--- src/rtl/full_register_n_pkg.sv ---
// Shared types for full_register_n: FSM state, single-cycle operation codes
// and serial shift direction constants.
package full_register_n_pkg;

  typedef enum logic {
    IDLE  = 1'b0,
    SHIFT = 1'b1
  } state_e;

  // Operation selected for the current edge; OP_NONE holds value and carry.
  typedef enum logic [2:0] {
    OP_NONE = 3'd0,
    OP_CLR  = 3'd1,
    OP_LD   = 3'd2,
    OP_INC  = 3'd3,
    OP_DEC  = 3'd4,
    OP_SHR  = 3'd5,
    OP_SHL  = 3'd6
  } op_e;

  localparam logic DIR_RIGHT = 1'b0;
  localparam logic DIR_LEFT  = 1'b1;

endpackage

--- src/rtl/full_register_n_if.sv ---
// Operation/handshake bundle for full_register_n.
// master: drives ld/clr/inc/dec/shr/shl/input_carry/data_in/start/shamt/dir
//         (and rot when FULL_REGISTER_N_ROTATE_EN is defined).
// slave : drives data_out/output_carry/zero/busy/done.
interface full_register_n_if #(
  parameter int unsigned WIDTH   = 8,
  parameter int unsigned SHAMT_W = 4
);
  logic               ld;
  logic               clr;
  logic               inc;
  logic               dec;
  logic               shr;
  logic               shl;
  logic               input_carry;
  logic [WIDTH-1:0]   data_in;
  logic               start;
  logic [SHAMT_W-1:0] shamt;
  logic               dir;
`ifdef FULL_REGISTER_N_ROTATE_EN
  logic               rot;
`endif
  logic [WIDTH-1:0]   data_out;
  logic               output_carry;
  logic               zero;
  logic               busy;
  logic               done;

  modport master (
    output
`ifdef FULL_REGISTER_N_ROTATE_EN
           rot,
`endif
           ld, clr, inc, dec, shr, shl, input_carry, data_in, start, shamt, dir,
    input  data_out, output_carry, zero, busy, done
  );

  modport slave (
    input
`ifdef FULL_REGISTER_N_ROTATE_EN
           rot,
`endif
           ld, clr, inc, dec, shr, shl, input_carry, data_in, start, shamt, dir,
    output data_out, output_carry, zero, busy, done
  );
endinterface

--- src/rtl/full_register_n_step.sv ---
// Combinational next-value / next-carry unit shared by the single-cycle ops
// and the serial shift engine.
// Ports: op (operation), cur_data/cur_carry (current state), data_in,
//        input_carry, rot (rotate instead of shifting in input_carry),
//        nxt_data_c/nxt_carry_c (next state).
module full_register_n_step
  import full_register_n_pkg::*;
#(
  parameter int unsigned WIDTH = 8
) (
  input  op_e              op,
  input  logic [WIDTH-1:0] cur_data,
  input  logic             cur_carry,
  input  logic [WIDTH-1:0] data_in,
  input  logic             input_carry,
  input  logic             rot,
  output logic [WIDTH-1:0] nxt_data_c,
  output logic             nxt_carry_c
);
  logic [WIDTH:0] sum;

  always_comb begin
    nxt_data_c  = cur_data;
    nxt_carry_c = cur_carry;
    sum         = '0;
    case (op)
      OP_CLR: begin
        nxt_data_c  = '0;
        nxt_carry_c = 1'b0;
      end
      OP_LD: nxt_data_c = data_in;
      OP_INC: begin
        sum         = {1'b0, cur_data} + (WIDTH+1)'(1);
        nxt_data_c  = sum[WIDTH-1:0];
        nxt_carry_c = sum[WIDTH];
      end
      OP_DEC: begin
        nxt_data_c  = cur_data - WIDTH'(1);
        nxt_carry_c = (cur_data == '0);
      end
      // Rotation feeds the outgoing bit back in at the opposite end.
      OP_SHR: begin
        nxt_data_c  = {(rot ? cur_data[0] : input_carry), cur_data[WIDTH-1:1]};
        nxt_carry_c = cur_data[0];
      end
      OP_SHL: begin
        nxt_data_c  = {cur_data[WIDTH-2:0], (rot ? cur_data[WIDTH-1] : input_carry)};
        nxt_carry_c = cur_data[WIDTH-1];
      end
      default: ;
    endcase
  end
endmodule

--- src/rtl/full_register_n.sv ---
// WIDTH-bit multifunction register with carry and a multi-cycle serial
// shifter. Single-cycle ops in IDLE by priority clr > ld > inc > dec > shr >
// shl > start; start with non-zero shamt shifts one bit per cycle in SHIFT.
// Ports: clk, rst_n (synchronous, active-low), bus (full_register_n_if.slave).
// Optional macro FULL_REGISTER_N_ROTATE_EN adds bus.rot for rotating shifts.
module full_register_n
  import full_register_n_pkg::*;
#(
  parameter int unsigned WIDTH   = 8,
  parameter int unsigned SHAMT_W = 4
) (
  input logic clk,
  input logic rst_n,
  full_register_n_if.slave bus
);
  state_e             state_q;
  logic [WIDTH-1:0]   data_q;
  logic               carry_q;
  logic               busy_q;
  logic               done_q;
  logic [SHAMT_W-1:0] cnt_q;
  logic               dir_q;
  op_e                op_c;
  logic               rot_c;
  logic [WIDTH-1:0]   nxt_data_c;
  logic               nxt_carry_c;

`ifdef FULL_REGISTER_N_ROTATE_EN
  logic rot_q;
  assign rot_c = (state_q == SHIFT) ? rot_q : bus.rot;
`else
  assign rot_c = 1'b0;
`endif

  // Operation select: priority chain in IDLE, clr-or-shift in SHIFT.
  always_comb begin
    op_c = OP_NONE;
    if (state_q == SHIFT) begin
      if (bus.clr)                op_c = OP_CLR;
      else if (dir_q == DIR_LEFT) op_c = OP_SHL;
      else                        op_c = OP_SHR;
    end else begin
      if (bus.clr)      op_c = OP_CLR;
      else if (bus.ld)  op_c = OP_LD;
      else if (bus.inc) op_c = OP_INC;
      else if (bus.dec) op_c = OP_DEC;
      else if (bus.shr) op_c = OP_SHR;
      else if (bus.shl) op_c = OP_SHL;
    end
  end

  full_register_n_step #(.WIDTH(WIDTH)) u_step (
    .op          (op_c),
    .cur_data    (data_q),
    .cur_carry   (carry_q),
    .data_in     (bus.data_in),
    .input_carry (bus.input_carry),
    .rot         (rot_c),
    .nxt_data_c  (nxt_data_c),
    .nxt_carry_c (nxt_carry_c)
  );

  // State, datapath and handshake registers.
  always_ff @(posedge clk) begin
    if (!rst_n) begin
      state_q <= IDLE;
      data_q  <= '0;
      carry_q <= 1'b0;
      busy_q  <= 1'b0;
      done_q  <= 1'b0;
      cnt_q   <= '0;
      dir_q   <= DIR_RIGHT;
`ifdef FULL_REGISTER_N_ROTATE_EN
      rot_q   <= 1'b0;
`endif
    end else begin
      done_q <= 1'b0;
      if (op_c != OP_NONE) begin
        data_q  <= nxt_data_c;
        carry_q <= nxt_carry_c;
      end
      case (state_q)
        IDLE: begin
          if (op_c == OP_NONE && bus.start) begin
            if (bus.shamt == '0) begin
              done_q <= 1'b1;
            end else begin
              cnt_q   <= bus.shamt;
              dir_q   <= bus.dir;
`ifdef FULL_REGISTER_N_ROTATE_EN
              rot_q   <= bus.rot;
`endif
              state_q <= SHIFT;
              busy_q  <= 1'b1;
            end
          end
        end
        SHIFT: begin
          if (bus.clr) begin
            state_q <= IDLE;
            busy_q  <= 1'b0;
          end else begin
            cnt_q <= cnt_q - SHAMT_W'(1);
            // Final shift: value, busy drop and done all land on this edge.
            if (cnt_q == SHAMT_W'(1)) begin
              state_q <= IDLE;
              busy_q  <= 1'b0;
              done_q  <= 1'b1;
            end
          end
        end
        default: state_q <= IDLE;
      endcase
    end
  end

  assign bus.data_out     = data_q;
  assign bus.output_carry = carry_q;
  assign bus.zero         = (data_q == '0);
  assign bus.busy         = busy_q;
  assign bus.done         = done_q;
endmodule

--- src/flat_wrapper.sv ---
// flat-port wrapper written by rule: the top's interface ports become plain ports
module full_register_n_flat import full_register_n_pkg::*;
#(
  parameter int unsigned WIDTH   = 8,
  parameter int unsigned SHAMT_W = 4
)
  (clk, rst_n, bus_ld, bus_clr, bus_inc, bus_dec, bus_shr, bus_shl, bus_input_carry, bus_data_in, bus_start, bus_shamt, bus_dir, bus_data_out, bus_output_carry, bus_zero, bus_busy, bus_done);
  full_register_n_if #(.WIDTH(WIDTH), .SHAMT_W(SHAMT_W)) bus_i ();
  input logic clk;
  input logic rst_n;
  input wire logic [$bits(bus_i.ld)-1:0] bus_ld;
  input wire logic [$bits(bus_i.clr)-1:0] bus_clr;
  input wire logic [$bits(bus_i.inc)-1:0] bus_inc;
  input wire logic [$bits(bus_i.dec)-1:0] bus_dec;
  input wire logic [$bits(bus_i.shr)-1:0] bus_shr;
  input wire logic [$bits(bus_i.shl)-1:0] bus_shl;
  input wire logic [$bits(bus_i.input_carry)-1:0] bus_input_carry;
  input wire logic [$bits(bus_i.data_in)-1:0] bus_data_in;
  input wire logic [$bits(bus_i.start)-1:0] bus_start;
  input wire logic [$bits(bus_i.shamt)-1:0] bus_shamt;
  input wire logic [$bits(bus_i.dir)-1:0] bus_dir;
  output wire logic [$bits(bus_i.data_out)-1:0] bus_data_out;
  output wire logic [$bits(bus_i.output_carry)-1:0] bus_output_carry;
  output wire logic [$bits(bus_i.zero)-1:0] bus_zero;
  output wire logic [$bits(bus_i.busy)-1:0] bus_busy;
  output wire logic [$bits(bus_i.done)-1:0] bus_done;
  assign bus_i.ld = bus_ld;
  assign bus_i.clr = bus_clr;
  assign bus_i.inc = bus_inc;
  assign bus_i.dec = bus_dec;
  assign bus_i.shr = bus_shr;
  assign bus_i.shl = bus_shl;
  assign bus_i.input_carry = bus_input_carry;
  assign bus_i.data_in = bus_data_in;
  assign bus_i.start = bus_start;
  assign bus_i.shamt = bus_shamt;
  assign bus_i.dir = bus_dir;
  assign bus_data_out = bus_i.data_out;
  assign bus_output_carry = bus_i.output_carry;
  assign bus_zero = bus_i.zero;
  assign bus_busy = bus_i.busy;
  assign bus_done = bus_i.done;
  full_register_n #(.WIDTH(WIDTH), .SHAMT_W(SHAMT_W)) u_core (.clk(clk), .rst_n(rst_n), .bus(bus_i));
endmodule
--- config.mk ---
export PLATFORM = sky130hd
export DESIGN_NAME = full_register_n_flat
export DESIGN_NICKNAME = d
export VERILOG_FILES = /design/src/rtl/full_register_n_pkg.sv /design/src/rtl/full_register_n_if.sv /design/src/rtl/full_register_n_step.sv /design/src/rtl/full_register_n.sv /design/src/flat_wrapper.sv
export SDC_FILE = /design/constraint.sdc
export NUM_CORES = 1
export LEC_CHECK = 0
export CAP_MARGIN = 10
export CORE_MARGIN = 2
export CORE_UTILIZATION = 30
export DETAILED_ROUTE_END_ITERATION = 12
export GPL_TIMING_DRIVEN = 0
export PLACE_DENSITY = 0.49
export SYNTH_ARGS = -nofsm -noshare
export SYNTH_HDL_FRONTEND = slang
export SYNTH_SLANG_ARGS = --single-unit
export TNS_END_PERCENT = 50
--- constraint.sdc ---
create_clock -name clk -period 3.95 [get_ports clk]
set_input_delay 0.79 -clock clk [delete_from_list [all_inputs] [get_ports clk]]
set_output_delay 0.79 -clock clk [all_outputs]
set_load 0.03 [all_outputs]
== After elaboration in Yosys (flattened, before gate mapping) ==
Cells that the tools add are included.
Cells by class
  add/subtract/negate cells: 3
  multiplexer cells: 30
  equality and inequality tests: 11
  bitwise operators: 2
  reduce and logical (&&, ||, !) cells: 12
Operators with widths (number)
  $pmux 8 s6: 1
  $mux 3: 8
  $mux 1: 12
  $mux 4: 3
  $add 8x1->9 const B: 1
  $eq 3x3->1 const B: 3
  $reduce_and 3->1: 3
  $logic_not 8->1: 1
  $pmux 4 s2: 1
  $sub 8x1->8 const B: 1
  $eq 3x2->1 const B: 2
  $pmux 1 s2: 3
  $reduce_bool 6->1: 1
  $pmux 1 s5: 1
  $reduce_bool 5->1: 1
  $eq 4x1->1 const B: 1
  $logic_not 4->1: 1
  $ne 2x2->1 const B: 2
  $reduce_and 2->1: 2
  $sub 4x1->4 const B: 1
  $eq 3x1->1 const B: 1
  $logic_not 3->1: 1
  $ne 3x3->1 const B: 1
  $reduce_bool 3->1: 1
  other kinds (4): 5
Storage, ports and cells
  output and inout bits: 12
  input bits: 23
  word-level logic and storage cells: 65
  flip-flop bits (word level): 17

== Depth between registers and ports, before layout ==
Gate-level depths: netlist of the first run.
  depth after elaboration: 11
  gate-level depth with buffers: 12
  gate-level depth less buffers: 11

== By module ==
From an unflattened synthesis of the first run, not the netlist that was laid out.
Second synthesis, totals
  cells, all modules: 243
  area total of the unflattened synthesis: 1765.4 µm²
By module, submodules not included
  full_register_n: area each 912.1 µm², cells each 116, times used 1
  full_register_n_step: area each 853.3 µm², cells each 127, times used 1

== Worst setup path before layout of the first run ==
OpenSTA, ideal clock, no wires.
  path type: input -> register
  from: in bus_dec
  to: reg u_core.data_q[2], in the netlist u_core.bus.data_out[2]
  stages on the path: 9
  path buffers: 1
  arrival: 3.043 ns
  path slack: 0.777 ns
  cell sequence: or3b_2 > a211oi_1 > inv_1 > ha_1 > clkbuf_1 > a22oi_1 > o22ai_1 > nor4b_1 > a211oi_1
Between the ends
  cells in the longest elaborated chain, start to end: 8
  elaborated cells on any way between the ends: 15
RTL lines
  from (decl): RTL line flat_wrapper.sv:14  | input wire logic [$bits(bus_i.dec)-1:0] bus_dec;
  $mux 3 (*): RTL line full_register_n.sv:46  | else if (bus.dec) op_c = OP_DEC;
  $mux 3 (*): RTL line full_register_n.sv:45  | else if (bus.inc) op_c = OP_INC;
  $mux 3 (*): RTL line full_register_n.sv:44  | else if (bus.ld) op_c = OP_LD;
  $mux 3 (*): RTL line full_register_n.sv:43  | if (bus.clr) op_c = OP_CLR;
  $mux 3 (*): RTL line full_register_n.sv:38  | if (state_q == SHIFT) begin
  $eq 3x2->1 (tied with other cells): RTL line full_register_n_step.sv:26  | case (op)
  $reduce_bool 6->1 (no line)
  $reduce_and 2->1 (no line)
  to (signal assigned): RTL line full_register_n.sv:79  | data_q <= nxt_data_c;
  to (decl): RTL line full_register_n.sv:17  | logic [WIDTH-1:0] data_q;
Every way passes the cells marked *; elsewhere a longest branch is shown, timed or not.
A chain may end at the register's enable or synchronous reset.

== Worst setup path in the final report of the first run ==
  from: in bus_shl
  to: reg u_core.data_q[0], in the netlist u_core.bus.data_out[0]
Between the ends
  cells in the longest elaborated chain, start to end: 10
  elaborated cells on any way between the ends: 17
RTL lines
  from (decl): RTL line flat_wrapper.sv:16  | input wire logic [$bits(bus_i.shl)-1:0] bus_shl;
  $mux 3 (*): RTL line full_register_n.sv:48  | else if (bus.shl) op_c = OP_SHL;
  $mux 3 (*): RTL line full_register_n.sv:47  | else if (bus.shr) op_c = OP_SHR;
  $mux 3 (*): RTL line full_register_n.sv:46
  $mux 3 (*): RTL line full_register_n.sv:45
  $mux 3 (*): RTL line full_register_n.sv:44
  $mux 3 (*): RTL line full_register_n.sv:43
  $mux 3 (*): RTL line full_register_n.sv:38
  $eq 3x2->1 (tied with other cells): RTL line full_register_n_step.sv:26
  $reduce_bool 6->1 (no line)
  $reduce_and 2->1 (no line)
Marks and branches as above.

==> results_dict.tcl, run 1 <==
set metrics [dict create \
    p_sw_uw 235.5 \
    cts_buffer_depth 2 \
    synth_edf_count 0 \
    cp-end-kind "register" \
    grt_pass1_vias 1793 \
    fin_worst_skew_ns 0.01930 \
    antenna_left 0 \
    fin_crit_sh_pct 90.78 \
    hpwlAfterDp_mm 3.736 \
    wl_mm 5.106 \
    ys_ff_latch 17 \
    crit_type "input pin to register" \
    synth.most_common_cell "dfxtp_1" \
    path_buf_inv 4 \
    start_kind "input pin" \
    routabilityCongestion 0.8501 \
    worstPathRequired_ns 4.07 \
    finalInstanceArea_um2 2103 \
    synth_fp_nets 244 \
    routedWlPerCell_um 15.86 \
    syn_avg_cell_area_um2 7.584 \
    p_int_uw 366.3 \
    io_buffers 34 \
    start_util_pct 31.28 \
    worstPathMaxFanout 10 \
    ctsHoldBuffers 0 \
    rsz0062_at_grt "false" \
    dr.pass1.iters 4 \
    max_freq_ghz 0.2789 \
    netlist_area_um2 1608 \
    antenna_found_initial 0 \
    path_clk_slew_ns 0.07 \
    tritoncts "done" \
    synth_area_leaders "dfxtp_1, ha_1, a21oi_1" \
    final_layout_size_suffix_gt1_share_pct 8.730 \
    maxCapViolCount 0 \
    finalWorstSetupSlack_ns 0.3640 \
    hp-class "register to register" \
    relSlewSlack_pct 62.22 \
    pwr-share-clk_pct 24.8 \
    power_density_nw_per_um2 286.1 \
    die_y_um 77.21 \
    crit_slowest_cell "clkdlybuf4s50_1" \
    synth_top_area_share_pct 21.17 \
    critPathArrivalTime_ns 3.71 \
    place_area_um2 2036 \
    power.total_uw 601.7 \
    yosys-top-cells-count "dfxtp_1, a21oi_1, nand2_1" \
    run_status "completed" \
    ys_seq_area_share_pct 21.17 \
    grt.total_usage_pct 18.17 \
    clkLatencyLatePin_ns 0.28 \
    slowest_delay_ns 0.46 \
    ir_drop_uv 110.7 \
    num_rows 26 \
    critPathTopFamily "compound AO/OA/AOI/OAI gates" \
    grt-ovfl-total 0 \
    coreArea_um2 5140 \
    htreeDepth 1 \
    synthCells 212 \
    ioPinCount 35 \
    antennaDiodeCount 0 \
    yosys.area.top_type "dfxtp_1" \
    drc 0 \
    ys_warn_count 0 \
    drt_iter0_markers 124 \
    routed-via-count 1786 \
    clk_root_buffer_cell "clkbuf_8" \
    yosysUniqueCellTypes 52 \
    dp_slack_ns -0.3030 \
    async_flop_share_pct 0 \
    pwr-share-comb_pct 43.3 \
    grt_pass1_wl_mm 8.763 \
    final_util_pct 40.92 \
    syn_to_final_growth_pct 30.82 \
    grt_max_degree 11 \
    yosys_most_used_dff "dfxtp_1" \
    leakage_nw 0.7722 \
    avgViaCountPerCell 5.547 \
    finalNetCount 285 \
    tightest_slew_ns 0.5655 \
    p_seq_share_pct 31.9 \
    hold_viol_final 0 \
    finalSetupViolCount 0 \
    die_x_um 77.21 \
    min_period_ns 3.586 \
    dieArea_um2 5961 \
    cts_sinks 17 \
    numCtsBuffers 3 \
    crit_chain "clkdlybuf4s50_1 > or3b_2 > a211oi_1 > inv_1 > ha_1 > clkbuf_1 > a22oi_2 > buf_4 > a21oi_1 > a311oi_1 > o32ai_1" \
    netSwitchingFraction_pct 39.13 \
    drv_slew 0 \
]
==> state kept, by name (all words and copies together), names as in the netlist <==
name and count:
u_core.bus.data_out 8, u_core.cnt_q 4, u_core.bus.busy 1, u_core.bus.done 1
u_core.bus.output_carry 1, u_core.dir_q 1, u_core.state_q 1
==> power by group through the flow <==
| stage | combinational [mW] | clock (mW) | sequential, mW |
|---|---|---|---|
| after floorplan | 0.151 | 0 | 0.212 |
| after detailed placement | 0.259 | 0 | 0.196 |
| after global routing | 0.285 | 0.160 | 0.194 |
| after CTS | 0.260 | 0.155 | 0.192 |
| final | 0.261 | 0.149 | 0.192 |
| after global placement | 0.258 | 0 | 0.196 |
==> timing repair <==
item | CTS | global route
setup buffers | 0 | 2
setup endpoints to repair | 1 | 3
gates resized for setup | 1 | 2
pin swaps | 0 | 1
==> layer usage <==
| metal | part of all wire [%] | wire [um] | up-vias | global-route usage, % |
|---|---|---|---|---|
| met5 | 0 | 0 | - | 0 |
| met4 | 2.6 | 135 | 0 | 7.321 |
| met3 | 4.2 | 217 | 11 | 2.353 |
| met2 | 47 | 2409 | 55 | 31.65 |
| met1 | 46 | 2343 | 847 | 22.46 |
| li1 | - | - | 873 | - |
==> placed cells by master (no fill, tap or decap), types with 2 or more instances in the layout <==
cell | netlist | routed
nand3_1 | 6 | 6
ha_1 | 9 | 9
or4_1 | 3 | 3
and3_1 | 5 | 5
or2_2 | 2 | 2
a221oi_1 | 2 | 2
clkbuf_8 | 0 | 3
o32ai_1 | 2 | 2
o22ai_1 | 5 | 5
a211oi_1 | 3 | 3
a22oi_1 | 5 | 4
nor4_1 | 5 | 5
buf_2 | 2 | 2
o21ai_0 | 9 | 9
mux2i_1 | 5 | 5
a311oi_1 | 3 | 3
nor2b_1 | 7 | 7
xnor2_1 | 3 | 3
o31ai_1 | 4 | 4
nand2_1 | 15 | 15
inv_1 | 14 | 14
a21oi_1 | 15 | 15
nor4b_1 | 3 | 3
o211a_1 | 2 | 2
a31oi_1 | 4 | 4
buf_6 | 3 | 3
dfxtp_1 | 17 | 17
clkdlybuf4s50_1 | 0 | 34
a21o_1 | 2 | 2
nor2_1 | 13 | 13
a22o_1 | 2 | 2
buf_4 | 0 | 2
nand4_1 | 2 | 2
nor3_1 | 6 | 6
o211ai_1 | 3 | 3
o311a_1 | 2 | 2
clkbuf_1 | 11 | 10
==> logic make-up (layout without fill, tap and decap cells) <==
group	after synthesis	count (layout)	synth area share, %
buf+inv	31	71	8.793
mux	6	6	3.813
xor+xnor	4	4	2.179
compound gates	71	71	32.30
flops	17	17	21.17
fa+ha+maj	9	9	7.004
simple gates	74	74	24.75
==> worst min-delay path, delay by kind of cell (launching register included) <==
family	cells	cell delay [ns]
AOI/OAI and AO/OA	1	0.06
and+or+nand+nor	1	0.10
DFF	1	0.31
==> final cells by class <==
cell class,instances,area (um^2)
fill,592,3037
timing repair buffer,36,355.3
tap,70,87.58
buffer,17,90.09
sequential,17,340.3
inverter,14,52.55
clock inverter,1,5.005
clock buffer,3,41.29
multi-input combinational,164,1131
==> path summary, 6_finish.rpt <==
path	from	cells after the start	end	slack, ns
setup / recovery	bus_shl	11	u_core.bus.data_out[0]	0.36
hold / removal	u_core.bus.busy	2	u_core.bus.busy	0.51
setup reg to reg	u_core.state_q	11	u_core.bus.data_out[0]	0.94
hold reg to reg	u_core.bus.busy	2	u_core.bus.busy	0.51
==> per-stage QoR <==
| stage | instances | hold WS [ns] | setup TNS, ns |
|---|---|---|---|
| 2_1_floorplan | 212 | 0.4674 | 0 |
| 3_5_place_dp | 316 | 0.4980 | -1.318 |
| 5_1_grt | 322 | 0.5488 | 0 |
| 6_report | 322 | 0.5100 | 0 |
| 3_3_place_gp | 316 | 0.4888 | -1.033 |
| 4_1_cts | 320 | 0.5109 | 0 |
(Power assumes the default switching activity.)
==> inputs of run 2 (changes only) <==
PLACE_DENSITY = 0.48   (was 0.49)
SYNTH_HIERARCHICAL = 1   (was unset)
==> run 2 against run 1 <==
Effect of this change: combinational power is 28% lower; fmax is 4.9% higher; cell count is 10% higher; critical path type unchanged; critical endpoint is now u_core/bus.data_out[7]; worst setup slack better by 0.17 ns.
==> results_dict.tcl, run 2 <==
set metrics [dict create \
    run_status "completed" \
    ys_ff_latch 17 \
    ioPinCount 35 \
    grt_pass1_wl_mm 8.832 \
    layout_common_cells "clkdlybuf4s50_1, a21oi_1, nor2_1, nand2_1, dfxtp_1" \
    grt_pass1_vias 1735 \
    worstPathRequired_ns 4.14 \
    antennaDiodeCount 0 \
    avgViaCountPerCell 5.358 \
    cts_sinks 17 \
    finalWorstSetupSlack_ns 0.5319 \
    yosysUniqueCellTypes 55 \
    tritoncts "done" \
    die_y_um 80.71 \
    clk_root_buffer_cell "clkbuf_8" \
    routabilityCongestion 0.8491 \
    syn_to_final_growth_pct 27.43 \
    leakage_nw 0.7715 \
    synth.most_common_cell "a21oi_1" \
    synthCells 243 \
    die_x_um 80.71 \
    maxCapViolCount 0 \
    ys_warn_count 6 \
    dr.pass1.iters 4 \
    drc 0 \
    fillers 627 \
    grt.total_usage_pct 17.44 \
    finalNetCount 312 \
    final_layout_size_suffix_gt1_share_pct 10.60 \
    ctsHoldBuffers 0 \
    critPathArrivalTime_ns 3.61 \
    netlist_area_um2 1765 \
    ir_drop_uv 108.8 \
    coreArea_um2 5608 \
    path_clk_slew_ns 0.07 \
    routed-via-count 1902 \
    yosys-top-cells-count "a21oi_1, nand2_1, nor2_1" \
    layout_commonest_cell "clkdlybuf4s50_1" \
    dieArea_um2 6514 \
    synth_top_area_share_pct 19.28 \
    fin_tns_setup_ns 0 \
    ctsResizeCount 0 \
    async_flop_share_pct 0 \
    largest_reg_flops 8 \
    htreeDepth 1 \
    max_freq_ghz 0.2926 \
    cts_setup_buffers 0 \
    cts_buffer_depth 2 \
    yosys.area.top_type "dfxtp_1" \
    routedWlPerCell_um 15.47 \
    start_util_pct 31.48 \
    drv_slew 0 \
    finalSetupViolCount 0 \
    hpwlAfterDp_mm 4.101 \
    grt-ovfl-total 0 \
    rsz0062_at_grt "false" \
    io_buffers 34 \
    yosys_most_used_dff "dfxtp_1" \
    fin_crit_sh_pct 86.53 \
    worstPathMaxFanout 10 \
    hp-class "register to register" \
    dp_slack_ns 0.2991 \
    min_period_ns 3.418 \
    synth_edf_count 0 \
    hold_viol_final 0 \
    power_density_nw_per_um2 225.0 \
    synth_area_leaders "dfxtp_1, a21oi_1, mux2i_1" \
    drt_iter0_markers 135 \
    clkLatencyLatePin_ns 0.25 \
    fin_worst_skew_ns 0.001741 \
    grt_max_degree 12 \
    antenna_left 0 \
    numCtsBuffers 3 \
    cp-end-kind "register" \
    antenna_found_initial 0 \
    start_kind "input pin" \
    wl_mm 5.491 \
    crit_type "input pin to register" \
    syn_avg_cell_area_um2 7.265 \
    ys_seq_area_share_pct 19.28 \
    num_rows 27 \
]
run 2: changes by cell type after synthesis, sizes merged, moves of 5 or more:
cell   change
a21oi     +12
nor2      +10
nand2      +8
buf        +7
nand3      +7
a22oi      -5
and3       -5
run 2: where the power goes:
part | leakage (nW) | total, mW | internal, mW | switching [mW]
Combinational | 0.608 | 0.188 | 0.0837 | 0.105
Clock | 0.0255 | 0.132 | 0.0700 | 0.0620
Sequential | 0.138 | 0.186 | 0.177 | 0.00869
Total | 0.771 | 0.506 | 0.331 | 0.175
run 2: layer usage:
layer	vias to the layer above	routed length, um	GRT usage, %
met5	-	0	0
met4	0	0	1.525
met3	0	318	2.697
met2	54	2343	26.17
met1	878	2829	27.01
li1	970	-	-
run 2: layout make-up:
type                            instances  area (um^2)  area share [%]
Buffer                                 20        126.4           5.617
Clock buffer                            3        41.29           1.835
Clock inverter                          1        5.005          0.2225
Inverter                               13        48.80           2.169
Multi-Input combinational cell        195         1257           55.90
Sequential cell                        17        340.3           15.13
Tap cell                               72        90.09           4.004
Timing Repair Buffer                   34        340.3           15.13
run 2: worst paths after layout:
path | slack [ns] | end | cells past startpoint | from
min reg2reg | 0.45 | u_core/bus.busy | 2 | u_core/bus.busy
max reg2reg | 1.16 | u_core/bus.data_out[7] | 11 | u_core/state_q
max | 0.53 | u_core/bus.data_out[7] | 12 | bus_ld
min | 0.45 | u_core/bus.busy | 2 | u_core/bus.busy
run 2: cell families after synthesis:
kind of cell             share of synthesized area [%]
adder cells (fa/ha/maj)                          3.544
XOR/XNOR                                         2.481
other                                           0.2124
AO/OA/AOI/OAI                                    26.51
AND/OR/NAND/NOR                                  32.32
buffers and inverters                            9.922
multiplexers                                     5.741
flip-flops                                       19.28
run 2: stage by stage:
stage	util [%]	total power, mW	std cells	area (um^2)	hold WS (ns)
CTS	40.12	0.5099	355	2250	0.4494
global placement	39.29	0.3786	351	2203	0.4329
finish	40.12	0.5061	355	2250	0.4461
detailed placement	39.29	0.3771	351	2203	0.4389
global route	40.12	0.5325	355	2250	0.4878
floorplan	-	0.3058	245	1773	0.4634
run 2: critical path, cell delays in order:
cell             delay, ns
clkdlybuf4s50_1       0.45
nor3_1                0.40
clkbuf_1              0.42
a21boi_0              0.28
buf_2                 0.24
nor2b_1               0.14
o22ai_1               0.12
a21o_1                0.13
a221oi_1              0.05
nor3_1                0.33
nand2_1               0.10
a21oi_1               0.14
